[config.mk]
export PLATFORM = sky130hd
export DESIGN_NAME = av2_obu_parser
export DESIGN_NICKNAME = d
export VERILOG_FILES = /design/src/rtl/av2_obu_pkg.sv /design/src/rtl/av2_axis_out_reg.sv /design/src/rtl/av2_obu_parser.sv
export SDC_FILE = /design/constraint.sdc
export NUM_CORES = 1
export LEC_CHECK = 0
export ABC_AREA = 0
export CAP_MARGIN = 5
export CORE_UTILIZATION = 36
export DETAILED_ROUTE_END_ITERATION = 8
export PLACE_DENSITY = 0.69
export SLEW_MARGIN = 10
export SYNTH_ARGS = -nofsm -noshare
export SYNTH_HDL_FRONTEND = slang
export SYNTH_SLANG_ARGS = --single-unit
[constraint.sdc]
create_clock -name clk -period 8.68 [get_ports clk]
set_input_delay 1.736 -clock clk [delete_from_list [all_inputs] [get_ports clk]]
set_output_delay 1.736 -clock clk [all_outputs]
set_load 0.03 [all_outputs]
[src/rtl/av2_obu_pkg.sv]
// Shared definitions for the AV2 OBU front-end parser: OBU types, header
// bit positions, FSM encoding and byte-mask helpers.
package av2_obu_pkg;

   localparam logic [3:0] OBU_RESERVED0 = 4'd0;
   localparam logic [3:0] SEQ_HDR       = 4'd1;
   localparam logic [3:0] TD            = 4'd2;
   localparam logic [3:0] FRAME_HDR     = 4'd3;
   localparam logic [3:0] TILE_GROUP    = 4'd4;
   localparam logic [3:0] METADATA      = 4'd5;
   localparam logic [3:0] FRAME         = 4'd6;
   localparam logic [3:0] PADDING       = 4'd15;

   // Bit positions inside the header byte.
   localparam int HDR_FORBIDDEN_BIT = 7;
   localparam int HDR_TYPE_LSB      = 3;
   localparam int HDR_EXT_BIT       = 2;
   localparam int HDR_HAS_SIZE_BIT  = 1;

   typedef enum logic [1:0] {
      ST_HDR     = 2'd0,
      ST_PAYLOAD = 2'd1,
      ST_DROP_SZ = 2'd2,
      ST_DROP    = 2'd3
   } obu_state_e;

   // Keep bits for the top n bytes of a beat (keep bit15 = byte0).
   function automatic logic [15:0] keep_top(input logic [4:0] n);
      return ~(16'hFFFF >> n);
   endfunction

   function automatic logic [127:0] byte_mask(input logic [15:0] k);
      logic [127:0] m;
      m = '0;
      for (int i = 0; i < 16; i++) m[8*i +: 8] = {8{k[i]}};
      return m;
   endfunction

endpackage

[src/rtl/av2_axis_out_reg.sv]
// One-deep AXI4-Stream output register: holds data and sideband stable while
// valid is stalled, and accepts a new beat every cycle when downstream is ready.
module av2_axis_out_reg
   import av2_obu_pkg::*;
#(
   parameter int DATA_BYTES = 16
) (
   input  logic                    clk,
   input  logic                    rst,
   input  logic                    in_load,
   input  logic [8*DATA_BYTES-1:0] in_data,
   input  logic [DATA_BYTES-1:0]   in_keep,
   input  logic                    in_last,
   input  logic [3:0]              in_type,
   output logic                    in_ready,
   output logic [8*DATA_BYTES-1:0] m_axis_tdata,
   output logic                    m_axis_tvalid,
   input  logic                    m_axis_tready,
   output logic                    m_axis_tlast,
   output logic [DATA_BYTES-1:0]   m_axis_tkeep,
   output logic [3:0]              m_obu_type
);

   logic [8*DATA_BYTES-1:0] tdata_p1;
   logic [DATA_BYTES-1:0]   tkeep_p1;
   logic                    tlast_p1;
   logic [3:0]              type_p1;
   logic                    vld_p1;

   assign in_ready = !vld_p1 || m_axis_tready;

   // Stage p1: registered output beat
   always_ff @(posedge clk or posedge rst) begin
      if (rst) begin
         vld_p1   <= 1'b0;
         tdata_p1 <= '0;
         tkeep_p1 <= '0;
         tlast_p1 <= 1'b0;
         type_p1  <= '0;
      end else if (in_load) begin
         vld_p1   <= 1'b1;
         tdata_p1 <= in_data;
         tkeep_p1 <= in_keep;
         tlast_p1 <= in_last;
         type_p1  <= in_type;
      end else if (m_axis_tready) begin
         vld_p1   <= 1'b0;
      end
   end

   assign m_axis_tdata  = tdata_p1;
   assign m_axis_tvalid = vld_p1;
   assign m_axis_tlast  = tlast_p1;
   assign m_axis_tkeep  = tkeep_p1;
   assign m_obu_type    = type_p1;

endmodule

[src/rtl/av2_obu_parser.sv]
// AV2 OBU header/size parser: forwards payload beats tagged with the OBU type,
// drops padding/reserved OBUs and flags malformed or truncated ones.
module av2_obu_parser
   import av2_obu_pkg::*;
#(
   parameter int DATA_BYTES = 16,
   parameter int CNT_WIDTH  = 16
) (
   input  logic                    clk,
   input  logic                    rst,
   input  logic [8*DATA_BYTES-1:0] s_axis_tdata,
   input  logic                    s_axis_tvalid,
   output logic                    s_axis_tready,
   input  logic                    s_axis_tlast,
   input  logic [DATA_BYTES-1:0]   s_axis_tkeep,
   output logic [8*DATA_BYTES-1:0] m_axis_tdata,
   output logic                    m_axis_tvalid,
   input  logic                    m_axis_tready,
   output logic                    m_axis_tlast,
   output logic [DATA_BYTES-1:0]   m_axis_tkeep,
   output logic [3:0]              m_obu_type,
   output logic                    hdr_valid,
   output logic [3:0]              hdr_type,
   output logic [7:0]              hdr_size,
   output logic                    err_pulse,
   output logic [CNT_WIDTH-1:0]    obu_count,
   output logic [CNT_WIDTH-1:0]    err_count
);

   localparam int DW = 8 * DATA_BYTES;

   function automatic logic [CNT_WIDTH-1:0] sat_inc(input logic [CNT_WIDTH-1:0] v);
      return (&v) ? v : v + 1'b1;
   endfunction

   obu_state_e state, state_nx;
   logic [7:0] rem, rem_nx, rem_sub, sz_byte;
   logic       unb, unb_nx;
   logic [4:0] take;
   logic       forbidden, has_size, ext_flag, size_done;
   logic [3:0] typ;
   logic       hdr_valid_nx, err_nx, obu_inc;
   logic [3:0] hdr_type_nx;
   logic [7:0] hdr_size_nx;
   logic       out_load, out_last, out_rdy;
   logic [15:0] out_keep;

   assign forbidden = s_axis_tdata[DW-8+HDR_FORBIDDEN_BIT];
   assign typ       = s_axis_tdata[DW-8+HDR_TYPE_LSB +: 4];
   assign ext_flag  = s_axis_tdata[DW-8+HDR_EXT_BIT];
   assign has_size  = s_axis_tdata[DW-8+HDR_HAS_SIZE_BIT];
   assign sz_byte   = ext_flag ? s_axis_tdata[DW-24 +: 8] : s_axis_tdata[DW-16 +: 8];

   // Bytes consumed by this beat; unbounded OBUs always take the full beat.
   assign take      = (unb || rem >= 8'd16) ? 5'd16 : rem[4:0];
   assign rem_sub   = rem - {3'b000, take};
   assign size_done = !unb && (rem_sub == 8'd0);
   assign out_keep  = s_axis_tkeep & keep_top(take);

   always_comb begin
      state_nx      = state;
      rem_nx        = rem;
      unb_nx        = unb;
      hdr_valid_nx  = 1'b0;
      err_nx        = 1'b0;
      obu_inc       = 1'b0;
      hdr_type_nx   = hdr_type;
      hdr_size_nx   = hdr_size;
      out_load      = 1'b0;
      out_last      = 1'b0;
      s_axis_tready = 1'b0;
      case (state)
         ST_HDR: begin
            s_axis_tready = 1'b1;
            if (s_axis_tvalid) begin
               obu_inc      = 1'b1;
               hdr_valid_nx = 1'b1;
               hdr_type_nx  = typ;
               hdr_size_nx  = has_size ? sz_byte : 8'd0;
               if (forbidden) begin
                  err_nx = 1'b1;
                  if (!s_axis_tlast) state_nx = ST_DROP;
               end else if (has_size && sz_byte == 8'd0) begin
                  state_nx = ST_HDR;
               end else if (s_axis_tlast) begin
                  // An unsized OBU ending on its header is simply empty.
                  err_nx = has_size;
               end else begin
                  rem_nx   = has_size ? sz_byte : 8'd0;
                  unb_nx   = !has_size;
                  state_nx = (typ == OBU_RESERVED0 || typ == PADDING) ? ST_DROP_SZ : ST_PAYLOAD;
               end
            end
         end
         ST_PAYLOAD: begin
            s_axis_tready = out_rdy;
            if (s_axis_tvalid && out_rdy) begin
               out_load = 1'b1;
               rem_nx   = unb ? rem : rem_sub;
               out_last = size_done || s_axis_tlast;
               err_nx   = s_axis_tlast && !unb && !size_done;
               if (out_last) state_nx = ST_HDR;
            end
         end
         ST_DROP_SZ: begin
            s_axis_tready = 1'b1;
            if (s_axis_tvalid) begin
               rem_nx = unb ? rem : rem_sub;
               err_nx = s_axis_tlast && !unb && !size_done;
               if (size_done || s_axis_tlast) state_nx = ST_HDR;
            end
         end
         ST_DROP: begin
            s_axis_tready = 1'b1;
            if (s_axis_tvalid && s_axis_tlast) state_nx = ST_HDR;
         end
         default: state_nx = ST_HDR;
      endcase
   end

   always_ff @(posedge clk or posedge rst) begin
      if (rst) begin
         state     <= ST_HDR;
         rem       <= '0;
         unb       <= 1'b0;
         hdr_valid <= 1'b0;
         err_pulse <= 1'b0;
         hdr_type  <= '0;
         hdr_size  <= '0;
         obu_count <= '0;
         err_count <= '0;
      end else begin
         state     <= state_nx;
         rem       <= rem_nx;
         unb       <= unb_nx;
         hdr_valid <= hdr_valid_nx;
         err_pulse <= err_nx;
         hdr_type  <= hdr_type_nx;
         hdr_size  <= hdr_size_nx;
         if (obu_inc) obu_count <= sat_inc(obu_count);
         if (err_nx)  err_count <= sat_inc(err_count);
      end
   end

   av2_axis_out_reg #(.DATA_BYTES(DATA_BYTES)) u_out_reg (
      .clk           (clk),
      .rst           (rst),
      .in_load       (out_load),
      .in_data       (s_axis_tdata & byte_mask(keep_top(take))),
      .in_keep       (out_keep),
      .in_last       (out_last),
      .in_type       (hdr_type),
      .in_ready      (out_rdy),
      .m_axis_tdata  (m_axis_tdata),
      .m_axis_tvalid (m_axis_tvalid),
      .m_axis_tready (m_axis_tready),
      .m_axis_tlast  (m_axis_tlast),
      .m_axis_tkeep  (m_axis_tkeep),
      .m_obu_type    (m_obu_type)
   );

endmodule

==> results.toml <==
[sta]
rsz0062_at_grt = "no"
finalCritPeriodShare_pct = 54.8
setup_viol_count_final = 0
clock_skew_ns = 0.0189
setup_tns_ns = 0
hold_viol = 0
fmax_mhz = 210
period_needed_ns = 4.76
slew_viol_final = 0
slew_headroom_pct = 35.9
worst_slew_pin_slew_ns = 0.961

[power_and_ir_drop]
leakage_uw = 0.00564
ir_drop_uv = 226
p_per_area_nw_per_um2 = 391

[logic_synthesis]
yosysUniqueCellTypes = 49
synth_most_common_cell = "dfrtp_1"
syn-num-nets = 869
yosysWarningCount = 0
synth_cells = 713
synth-edff-count = 0
synth_seq_area_share_pct = 61.2
synthFlopType = "dfrtp_1"
synthTopCellsByArea = "dfrtp_1 (61%), a22o_1 (13%), nand2_1 (3.6%), mux2_2 (2.3%), o21ai_0 (2.2%)"
postSynth.asyncResetShare_pct = 100
ys_top_cells_by_count = "dfrtp_1 (207), a22o_1 (126), nand2_1 (81)"
netlist.area_leader.share_pct = 61.2
synth_top_cell_by_area = "dfrtp_1"
syn_area_sq_um = 8460
ys_seq_elements = 207
avgSynthCellArea_sq_um = 11.9

[clock_tree]
root_buffer = "clkbuf_16"
cts.path.max_buffers = 3
post_cts.repair.setup_buffers = 0
cts_resized = 0
cts_tree = "yes"
cts_buffers = 25
clkTransAtPathRegs_ns = 0.05
clock_sinks = 207
insertion_delay_ns = 0.51
cts.htree.levels = 1
cts_hold_buf = 0

[finish]
fill_cells = 1978
fin_nets = 1205
area_delta_synth_final_pct = 53.6
diodes = 0
post-route-util_pct = 56.9
layout-drive-gt1-share_pct = 6.39

[floorplanning]
ioPinCount = 346
rows = 55
core_sq_um = 22800
initial_core_util_pct = 37.0
die_h_um = 155
die_w_um = 155
die_area_sq_um = 24100

[hold_path]
hold_class = "flop to flop"

[route]
wire_per_inst_um = 18.3
dr.pass1.iters = 5
vias = 7058
routed_via_density = 5.13
ant_nets = 0
drc = 0
wirelength_mm = 25.2
drt_iter0_markers = 336

[grt]
grt_max_degree = 137
grt_use_total_pct = 20.2
antenna_found_initial = 0
overflow = 0
grt_pass1_vias = 6921
grt_pass1_wl_mm = 38.6

[setup_path]
path_delay_family = "buffers and inverters"
crit_required_ns = 6.94
slowest_delay_ns = 0.69
crit_buf_inv = 2
worstSetupPathType = "input pin to primary output"
path_cells = "clkdlybuf4s50_1 > nand3b_1 > clkdlybuf4s50_1"
worstSetupStartpointType = "input pin"
critPathMaxFanout = 2
cp_slowest_cell = "clkdlybuf4s50_1"
cp_common_cell = "clkdlybuf4s50_1"
worst_setup_path_end_kind = "primary output"
crit_arrival_ns = 3.02

[placement]
dp_hpwl_mm = 17.8
port_buffers = 345
globalplace.congestion = 0.815

[outcome]
status = "finished clean"

[run]
drv_cap = 0
worst reg2reg max path: stages (launching register included):
cell,delay [ns]
dfrtp_1,0.53
nor2_1,0.15
nand2_1,0.49
nand2_1,0.12
ha_1,0.32
or4_4,0.49
a221oi_2,0.41
nor4_1,0.14
or4_1,0.81
nor4_1,0.40
xor2_1,0.19
cell usage in the layout (no fill, tap or decap), types with 3 or more instances in the layout:
master             n
clkdlybuf4s50_1  345
dfrtp_1          207
a22o_1           126
nand2_1           81
o21ai_0           38
clkbuf_16         25
nor2_1            24
a21oi_1           23
mux2_2            17
nand3_1           15
inv_1             15
xnor2_1           15
xor2_1            13
nor4_1            13
nand4_1           11
nor3_1             9
clkbuf_8           8
ha_1               7
clkbuf_1           7
a21o_1             5
nor3_2             5
or3_1              4
mux2i_1            4
buf_4              4
nor2b_1            3
o22ai_1            3
a31oi_1            3
metrics by stage:
step | cells | hold WS (ns) | instance area (sq um) | power, uW | setup WS (ns)
after floorplan | 713 | 0.527 | 8460 | 3050 | 1.29
after global placement | 1335 | 0.461 | 12200 | 4080 | 3.82
after detailed placement | 1335 | 0.470 | 12200 | 4100 | 3.82
after CTS | 1377 | 0.482 | 13000 | 5140 | 3.92
after global routing | 1377 | 0.510 | 13000 | 5360 | 3.85
final | 1377 | 0.477 | 13000 | 5090 | 3.92
power by group:
| part | switching (uW) | internal, uW | total (uW) |
|---|---|---|---|
| Sequential | 266 | 1350 | 1620 |
| Combinational | 1400 | 1060 | 2460 |
| Clock | 385 | 624 | 1010 |
| Total | 2050 | 3040 | 5090 |
cell type report:
type	count	area (sq um)	share of cell area (%)
sequential	207	5180	39.8
multi-input combinational	450	3080	23.7
inverter	16	67.6	0.520
clock buffer	40	762	5.86
timing repair buffer	349	3480	26.8
tap	313	392	3.01
clock inverter	2	38.8	0.298
layer usage:
| metal | global-route usage (%) | share of wire (%) | vias to the layer above |
|---|---|---|---|
| met1 | 25.9 | 42 | 3454 |
| li1 | - | - | 3289 |
| met2 | 33.4 | 47 | 268 |
| met3 | 5.54 | 7.6 | 47 |
| met5 | 0 | 0 | - |
| met4 | 5.93 | 2.6 | 0 |
kinds of logic (layout without fill, tap and decap cells):
group / after synthesis / count (layout) / synth area share [%]
AND/OR/NAND/NOR: 176 / 176 / 9.91
other: 1 / 1 / 0.0443
multiplexers: 23 / 23 / 3.00
AO/OA/AOI/OAI: 215 / 215 / 19.3
buffers and inverters: 56 / 407 / 2.60
adder cells (fa/ha/maj): 7 / 7 / 1.03
flip-flops: 207 / 207 / 61.2
XOR/XNOR: 28 / 28 / 2.90
worst paths after layout:
| path | endpoint | from | slack, ns | cells after the start |
|---|---|---|---|---|
| worst max-delay path | s_axis_tready | m_axis_tready | 3.92 | 3 |
| worst min-delay path | u_out_reg.m_axis_tdata[103]$_DFFE_PP0P_ | u_out_reg.m_axis_tdata[103]$_DFFE_PP0P_ | 0.48 | 2 |
| worst max register to register | err_count[13]$_DFFE_PP0P_ | rem[4]$_DFFE_PP0P_ | 4.56 | 10 |
| worst min register to register | u_out_reg.m_axis_tdata[103]$_DFFE_PP0P_ | u_out_reg.m_axis_tdata[103]$_DFFE_PP0P_ | 0.48 | 2 |
| max in group asynchronous | rem[1]$_DFFE_PP0P_ | rst | 5.38 | 3 |
| min in group asynchronous | u_out_reg.m_axis_tdata[18]$_DFFE_PP0P_ | rst | 1.82 | 2 |
flip-flops by register name (all words and copies together), names as in the netlist:
name,flops
u_out_reg.m_axis_tlast,1
u_out_reg.m_axis_tvalid,1
u_out_reg.m_axis_tkeep,16
err_pulse,1
rem,8
hdr_valid,1
err_count,16
hdr_type,4
hdr_size,8
u_out_reg.m_obu_type,4
unb,1
obu_count,16
u_out_reg.m_axis_tdata,128
state,2
(Power assumes the default switching activity.)
